[config.mk]
export PLATFORM = sky130hd
export DESIGN_NAME = game_controller_flat
export DESIGN_NICKNAME = d
export VERILOG_FILES = /design/src/rtl/game_controller_if.sv /design/src/rtl/game_controller.sv /design/src/flat_wrapper.sv
export SDC_FILE = /design/constraint.sdc
export NUM_CORES = 1
export LEC_CHECK = 0
export BUFFER_PORTS_ARGS = -buffer_cell sky130_fd_sc_hd__buf_2
export CAP_MARGIN = 30
export CORE_MARGIN = 2
export CORE_UTILIZATION = 54
export DETAILED_ROUTE_END_ITERATION = 16
export GPL_TIMING_DRIVEN = 0
export PLACE_DENSITY_LB_ADDON = 0.2
export SYNTH_ARGS = -nofsm -noshare
export SYNTH_HDL_FRONTEND = slang
export SYNTH_SLANG_ARGS = --single-unit
[constraint.sdc]
create_clock -name clk -period 1.9 [get_ports clk]
set_input_delay 0.475 -clock clk [delete_from_list [all_inputs] [get_ports clk]]
set_output_delay 0.475 -clock clk [all_outputs]
set_load 0.02 [all_outputs]
[src/rtl/game_controller_if.sv]
// Game controller signal bundle: per-frame inputs from the video/ball side and
// sequencer status back out. The controller is the slave; its environment is the master.
interface game_controller_if #(
  parameter int unsigned SCORE_W = 12
);
  logic               frame_tick;
  logic               launch_btn;
  logic [9:0]         ball_y;
  logic               brick_hit;
  logic [2:0]         state;
  logic               ball_reset;
  logic               ball_step_en;
  logic [2:0]         lives;
  logic [SCORE_W-1:0] score;
  logic [4:0]         hits_left;
  logic               miss_sound;

  modport master (
    output frame_tick, launch_btn, ball_y, brick_hit,
    input  state, ball_reset, ball_step_en, lives, score, hits_left, miss_sound
  );

  modport slave (
    input  frame_tick, launch_btn, ball_y, brick_hit,
    output state, ball_reset, ball_step_en, lives, score, hits_left, miss_sound
  );
endinterface

[src/rtl/game_controller.sv]
// Breakout game sequencer: serve pacing, per-frame ball stepping, brick scoring,
// miss/lives accounting and WON/LOST end states. All outputs are registered.
module game_controller #(
  parameter int unsigned LIVES_INIT   = 3,
  parameter int unsigned SERVE_FRAMES = 60,
  parameter int unsigned MISS_Y       = 473,
  parameter int unsigned TOTAL_HITS   = 30,
  parameter int unsigned HIT_POINTS   = 10,
  parameter int unsigned SCORE_W      = 12
) (
  input logic               clk,
  input logic               reset,
  game_controller_if.slave  gif
);

  localparam int unsigned CntW      = $clog2(SERVE_FRAMES + 1);
  localparam logic [CntW-1:0] ServeLast = CntW'(SERVE_FRAMES - 1);
  localparam int unsigned ScoreMax  = (32'd1 << SCORE_W) - 32'd1;

  typedef enum logic [2:0] {
    StIdle  = 3'd0,
    StServe = 3'd1,
    StPlay  = 3'd2,
    StMiss  = 3'd3,
    StWon   = 3'd4,
    StLost  = 3'd5
  } state_e;

  state_e             state_q, state_d;
  logic [CntW-1:0]    serve_cnt_q, serve_cnt_d;
  logic               launch_q;
  logic               ball_reset_q, ball_reset_d;
  logic               step_en_q, step_en_d;
  logic [2:0]         lives_q, lives_d;
  logic [SCORE_W-1:0] score_q, score_d;
  logic [4:0]         hits_left_q, hits_left_d;
  logic               miss_sound_q, miss_sound_d;

  logic        launch;
  logic        hit;
  logic        miss;
  logic [31:0] score_sum;

  assign launch = gif.launch_btn & ~launch_q;
  // A hit only counts while bricks remain, so hits_left cannot wrap.
  assign hit    = gif.brick_hit && (hits_left_q != 5'd0);
  assign miss   = gif.frame_tick && (gif.ball_y >= 10'(MISS_Y));

  // State and registered outputs, synchronous active-low reset.
  always_ff @(posedge clk) begin
    if (!reset) begin
      state_q      <= StIdle;
      serve_cnt_q  <= '0;
      launch_q     <= 1'b0;
      ball_reset_q <= 1'b1;
      step_en_q    <= 1'b0;
      lives_q      <= 3'(LIVES_INIT);
      score_q      <= '0;
      hits_left_q  <= 5'(TOTAL_HITS);
      miss_sound_q <= 1'b0;
    end else begin
      state_q      <= state_d;
      serve_cnt_q  <= serve_cnt_d;
      launch_q     <= gif.launch_btn;
      ball_reset_q <= ball_reset_d;
      step_en_q    <= step_en_d;
      lives_q      <= lives_d;
      score_q      <= score_d;
      hits_left_q  <= hits_left_d;
      miss_sound_q <= miss_sound_d;
    end
  end

  // Next-state decode; a board-clearing hit takes priority over a same-cycle miss.
  always_comb begin
    state_d = state_q;
    unique case (state_q)
      StIdle:  if (launch) state_d = StServe;
      StServe: if (gif.frame_tick && (serve_cnt_q == ServeLast)) state_d = StPlay;
      StPlay: begin
        if (hit && (hits_left_q == 5'd1)) state_d = StWon;
        else if (miss)                    state_d = StMiss;
      end
      StMiss:  state_d = (lives_q == 3'd0) ? StLost : StServe;
      StWon, StLost: if (launch) state_d = StIdle;
      default: state_d = StIdle;
    endcase
  end

  // Next values of the registered outputs and counters.
  always_comb begin
    serve_cnt_d  = serve_cnt_q;
    lives_d      = lives_q;
    score_d      = score_q;
    hits_left_d  = hits_left_q;
    score_sum    = 32'(score_q) + HIT_POINTS;
    ball_reset_d = (state_d == StIdle) || (state_d == StServe);
    step_en_d    = (state_q == StPlay) && (state_d == StPlay) && gif.frame_tick;
    miss_sound_d = (state_q == StPlay) && (state_d == StMiss);

    if (state_d == StServe && state_q != StServe) begin
      serve_cnt_d = '0;
    end else if (state_q == StServe && gif.frame_tick) begin
      serve_cnt_d = (state_d == StPlay) ? '0 : serve_cnt_q + 1'b1;
    end

    if (state_q == StPlay && hit) begin
      hits_left_d = hits_left_q - 5'd1;
      score_d     = (score_sum > ScoreMax) ? '1 : SCORE_W'(score_sum);
    end

    if (miss_sound_d && lives_q != 3'd0) begin
      lives_d = lives_q - 3'd1;
    end

    if ((state_q == StWon || state_q == StLost) && state_d == StIdle) begin
      lives_d     = 3'(LIVES_INIT);
      score_d     = '0;
      hits_left_d = 5'(TOTAL_HITS);
    end
  end

  assign gif.state        = state_q;
  assign gif.ball_reset   = ball_reset_q;
  assign gif.ball_step_en = step_en_q;
  assign gif.lives        = lives_q;
  assign gif.score        = score_q;
  assign gif.hits_left    = hits_left_q;
  assign gif.miss_sound   = miss_sound_q;

endmodule

[src/flat_wrapper.sv]
// flat-port wrapper written by rule: the top's interface ports become plain ports
module game_controller_flat 
#(
  parameter int unsigned LIVES_INIT   = 3,
  parameter int unsigned SERVE_FRAMES = 60,
  parameter int unsigned MISS_Y       = 473,
  parameter int unsigned TOTAL_HITS   = 30,
  parameter int unsigned HIT_POINTS   = 10,
  parameter int unsigned SCORE_W      = 12
)
  (clk, reset, gif_frame_tick, gif_launch_btn, gif_ball_y, gif_brick_hit, gif_state, gif_ball_reset, gif_ball_step_en, gif_lives, gif_score, gif_hits_left, gif_miss_sound);
  game_controller_if #(.SCORE_W(SCORE_W)) gif_i ();
  input logic clk;
  input logic reset;
  input wire logic [$bits(gif_i.frame_tick)-1:0] gif_frame_tick;
  input wire logic [$bits(gif_i.launch_btn)-1:0] gif_launch_btn;
  input wire logic [$bits(gif_i.ball_y)-1:0] gif_ball_y;
  input wire logic [$bits(gif_i.brick_hit)-1:0] gif_brick_hit;
  output wire logic [$bits(gif_i.state)-1:0] gif_state;
  output wire logic [$bits(gif_i.ball_reset)-1:0] gif_ball_reset;
  output wire logic [$bits(gif_i.ball_step_en)-1:0] gif_ball_step_en;
  output wire logic [$bits(gif_i.lives)-1:0] gif_lives;
  output wire logic [$bits(gif_i.score)-1:0] gif_score;
  output wire logic [$bits(gif_i.hits_left)-1:0] gif_hits_left;
  output wire logic [$bits(gif_i.miss_sound)-1:0] gif_miss_sound;
  assign gif_i.frame_tick = gif_frame_tick;
  assign gif_i.launch_btn = gif_launch_btn;
  assign gif_i.ball_y = gif_ball_y;
  assign gif_i.brick_hit = gif_brick_hit;
  assign gif_state = gif_i.state;
  assign gif_ball_reset = gif_i.ball_reset;
  assign gif_ball_step_en = gif_i.ball_step_en;
  assign gif_lives = gif_i.lives;
  assign gif_score = gif_i.score;
  assign gif_hits_left = gif_i.hits_left;
  assign gif_miss_sound = gif_i.miss_sound;
  game_controller #(.LIVES_INIT(LIVES_INIT), .SERVE_FRAMES(SERVE_FRAMES), .MISS_Y(MISS_Y), .TOTAL_HITS(TOTAL_HITS), .HIT_POINTS(HIT_POINTS), .SCORE_W(SCORE_W)) u_core (.clk(clk), .reset(reset), .gif(gif_i));
endmodule
==> run summary <==
Outcome: finished, final reports clean
Number of global-route vias before repair: 1465
Cts hold-fix bufs: 0
Flops & latches, synth: 33
DR DRC count: 0
Reg2Reg Setup Slack: 0.09 ns
Peak Freq: 553 MHz
Worst Hold Class: input port to flop
LEAKAGE: 0.917 nW
Critical path launch point type: flop
Crit-path slowest cell: or4b_1
Area fraction of the dominant cell type after synthesis: 35.5%
Initial antenna violation count: 0
Fin crit share: 95.3%
Layout cells sized above 1: 27.7%
Slew Limit Fails: 0
Detailed placement HPWL: 2900 um
Routed WL: 3910 um
CTS tree: built
Register area share after synthesis: 35.5%
Final Power: 1.34 mW
Min-Delay Path Depth: 2
Final Setup Violations: 0
PwrDens: 602 nW/um^2
CTS Sinks: 33
Worst IR Drop VDD: 0.645 mV
RSZ-0062 raised after global routing: true
Wirelength per Cell: 12.9 um
Synth Flop Type: dfxtp_1
Mapped cell area: 1860 sq um
Critical path data required time: 2.12 ns
Post-CTS Repair Setup Buffers: 0
GRT Resource Usage Total: 20.8%
Most used cell, CP: buf_6
First-pass GRT wire length: 6600 um
Vias per cell: 5.61
Critical path's largest stage delay: 0.46 ns
Fin Clk Skew: 0.0158 ns
Crit Reg-Reg Endpoint: u_core.gif.score[4]$_SDFFE_PP0P_
Overall die height: 62.7 um
Leading area contributor after synthesis: dfxtp_1
Vias: 1694
DRT antenna net count: 0
FP Rows: 21
# resized after CTS: 0
CTS Root Cell: clkbuf_4
Worst-Margin Slew: 0.550 ns
EDFF count, synth: 0
Fin. Hold Viols: 0
R2R depth: 8
CP endpoint kind: flop
Slew HR: 62.9%
Ranking of synthesized cells by area: dfxtp_1, ha_1, nand2_1, nand3_1, xor2_1
Syn-to-layout area delta: 19.1%
GRT overflow: 0
Synth cell types: 62
Warnings from Yosys: 0
Worst hold slack: 0.378 ns
Ports: 41
Placer congestion estimate: 0.871
Clock slew at reported path FFs: 0.11 ns
Die ar.: 3930 sq um
DRT iter0 DRCs: 115
Tmin final: 1.81 ns
CP max FO: 10
Largest net degree at the start of global routing: 11
Setup TNS: 0 ns
Inserted Clock Buffers: 5
Hold Path End: u_core.launch_q$_SDFF_PN0_
Syn Area/Cell: 8.95 sq um
Clock Latency Late Sink: 0.34 ns
Cell Chain, Critical Path: inv_1 -> ha_1 -> or4b_1 -> buf_6 -> and2_4 -> buf_6 -> a21oi_2 -> a311oi_2
Max-cap check violation count: 0
H-tree depth: 2
CORE AREA: 3310 sq um
Die width: 62.7 um
Nets: 277
Drt pass-1 iters: 4
Initial cell density of the core: 56.2%
# port buffers: 40
R2r startpoint: u_core.gif.hits_left[1]$_SDFFE_PP1P_
CP Class: flop to flop
Hold wc startpoint: gif_launch_btn
CTS max path bufs: 2
CP arrival: 2.03 ns
Post-Synthesis Cells: 208
ANT cells: 0
Ys async rst share: 0%
Syn_nets: 230
[power breakdown]
| group | internal, mW | total, mW | switching, mW | leakage [nW] |
|---|---|---|---|---|
| clock | 0.314 | 0.563 | 0.249 | 0.0455 |
| sequential | 0.695 | 0.698 | 0.00262 | 0.267 |
| combinational | 0.0321 | 0.0747 | 0.0426 | 0.605 |
[flip-flops by register name, summed over array words and instances (netlist names)]
name	cells
u_core.gif.ball_step_en	1
u_core.gif.lives	3
u_core.serve_cnt_q	6
u_core.gif.hits_left	5
u_core.gif.state	3
u_core.gif.score	12
u_core.gif.miss_sound	1
u_core.gif.ball_reset	1
u_core.launch_q	1
[synthesized netlist by cell type, types with 2 or more instances]
library cell  count
dfxtp_1          33
nand2_1          18
nor2_1           12
nand3_1          11
inv_1            10
a21oi_1           8
ha_1              7
nand4_1           6
nor3_1            6
xor2_1            6
and2_1            5
clkbuf_1          5
o21ai_0           5
or3_1             5
a211oi_1          3
and3_1            3
mux2i_1           3
nand2b_1          3
o211ai_1          3
a21o_1            2
a21oi_2           2
a311oi_1          2
a31oi_1           2
and4_1            2
buf_4             2
buf_6             2
nand3b_1          2
nand4b_1          2
o311a_1           2
o31ai_1           2
or2_2             2
or4_4             2
[cells in the final DEF (no fill, tap or decap), drive strengths merged, types with 7 or more instances in the layout]
master | Yosys | routed
nor3 | 7 | 7
clkbuf | 5 | 12
nand2 | 20 | 20
dfxtp | 33 | 33
ha | 7 | 7
buf | 4 | 44
a21oi | 10 | 10
nand3 | 12 | 12
nor2 | 12 | 12
inv | 10 | 10
[per-stage QoR]
stage | utilization [%] | std cells | cell area, sq um | setup slack (ns)
after CTS | 66.6 | 302 | 2200 | 0.0496
after global routing | 67.0 | 302 | 2220 | -0.0125
final | 67.0 | 302 | 2220 | 0.0901
after floorplan | - | 208 | 1860 | 0.0869
after global placement | 64.0 | 294 | 2120 | 0.0682
after detailed placement | 64.0 | 294 | 2120 | 0.0400
[logic make-up after synthesis]
logic type / count (synthesis) / share of synthesized area (%)
flops: 33 / 35.5
fa+ha+maj: 7 / 4.70
xor+xnor: 7 / 3.29
mux: 3 / 1.61
buf+inv: 19 / 5.04
simple gates: 92 / 30.3
compound gates: 47 / 19.6
[worst max-delay path, delay by kind of cell, from the launching register on]
kind,cells,cell delay [ns]
adder cells (fa/ha/maj),1,0.17
AO/OA/AOI/OAI,2,0.20
AND/OR/NAND/NOR,2,0.61
buffers and inverters,3,0.39
flip-flops,1,0.34
[how the worst max path moves through the flow]
stage / from / to / slack [ns] / cells after the start
3_5_place_dp: u_core.gif.hits_left[0]$_SDFFE_PP0P_ / u_core.serve_cnt_q[1]$_SDFFE_PP0P_ / 0.04 / 6
4_1_cts: u_core.gif.hits_left[0]$_SDFFE_PP0P_ / u_core.serve_cnt_q[1]$_SDFFE_PP0P_ / 0.05 / 6
5_1_grt: u_core.gif.hits_left[1]$_SDFFE_PP1P_ / u_core.gif.score[8]$_SDFFE_PP0P_ / -0.01 / 8
3_3_place_gp: gif_ball_y[2] / u_core.serve_cnt_q[1]$_SDFFE_PP0P_ / 0.07 / 5
6_report: u_core.gif.hits_left[1]$_SDFFE_PP1P_ / u_core.gif.score[4]$_SDFFE_PP0P_ / 0.09 / 8
2_1_floorplan: u_core.gif.hits_left[0]$_SDFFE_PP0P_ / u_core.gif.score[8]$_SDFFE_PP0P_ / 0.09 / 8
[final cells by class]
class,instances,area [sq um]
flip-flops and latches,33,663
repair buffers,40,200
plain buffers,9,56.3
well taps,46,57.6
multi-input cells,156,1120
clock buffers,7,55.1
clock inverters,1,30.0
inverters,10,37.5
fillers,294,1090
[metal layers]
metal | up-vias | share of wire, % | GRT usage (%)
met5 | - | 0 | 0
met4 | 0 | 1.4 | 6.94
met3 | 6 | 5.0 | 5.59
met2 | 45 | 48 | 34.5
met1 | 774 | 46 | 26.2
li1 | 869 | - | -
(Power assumes the default switching activity.)
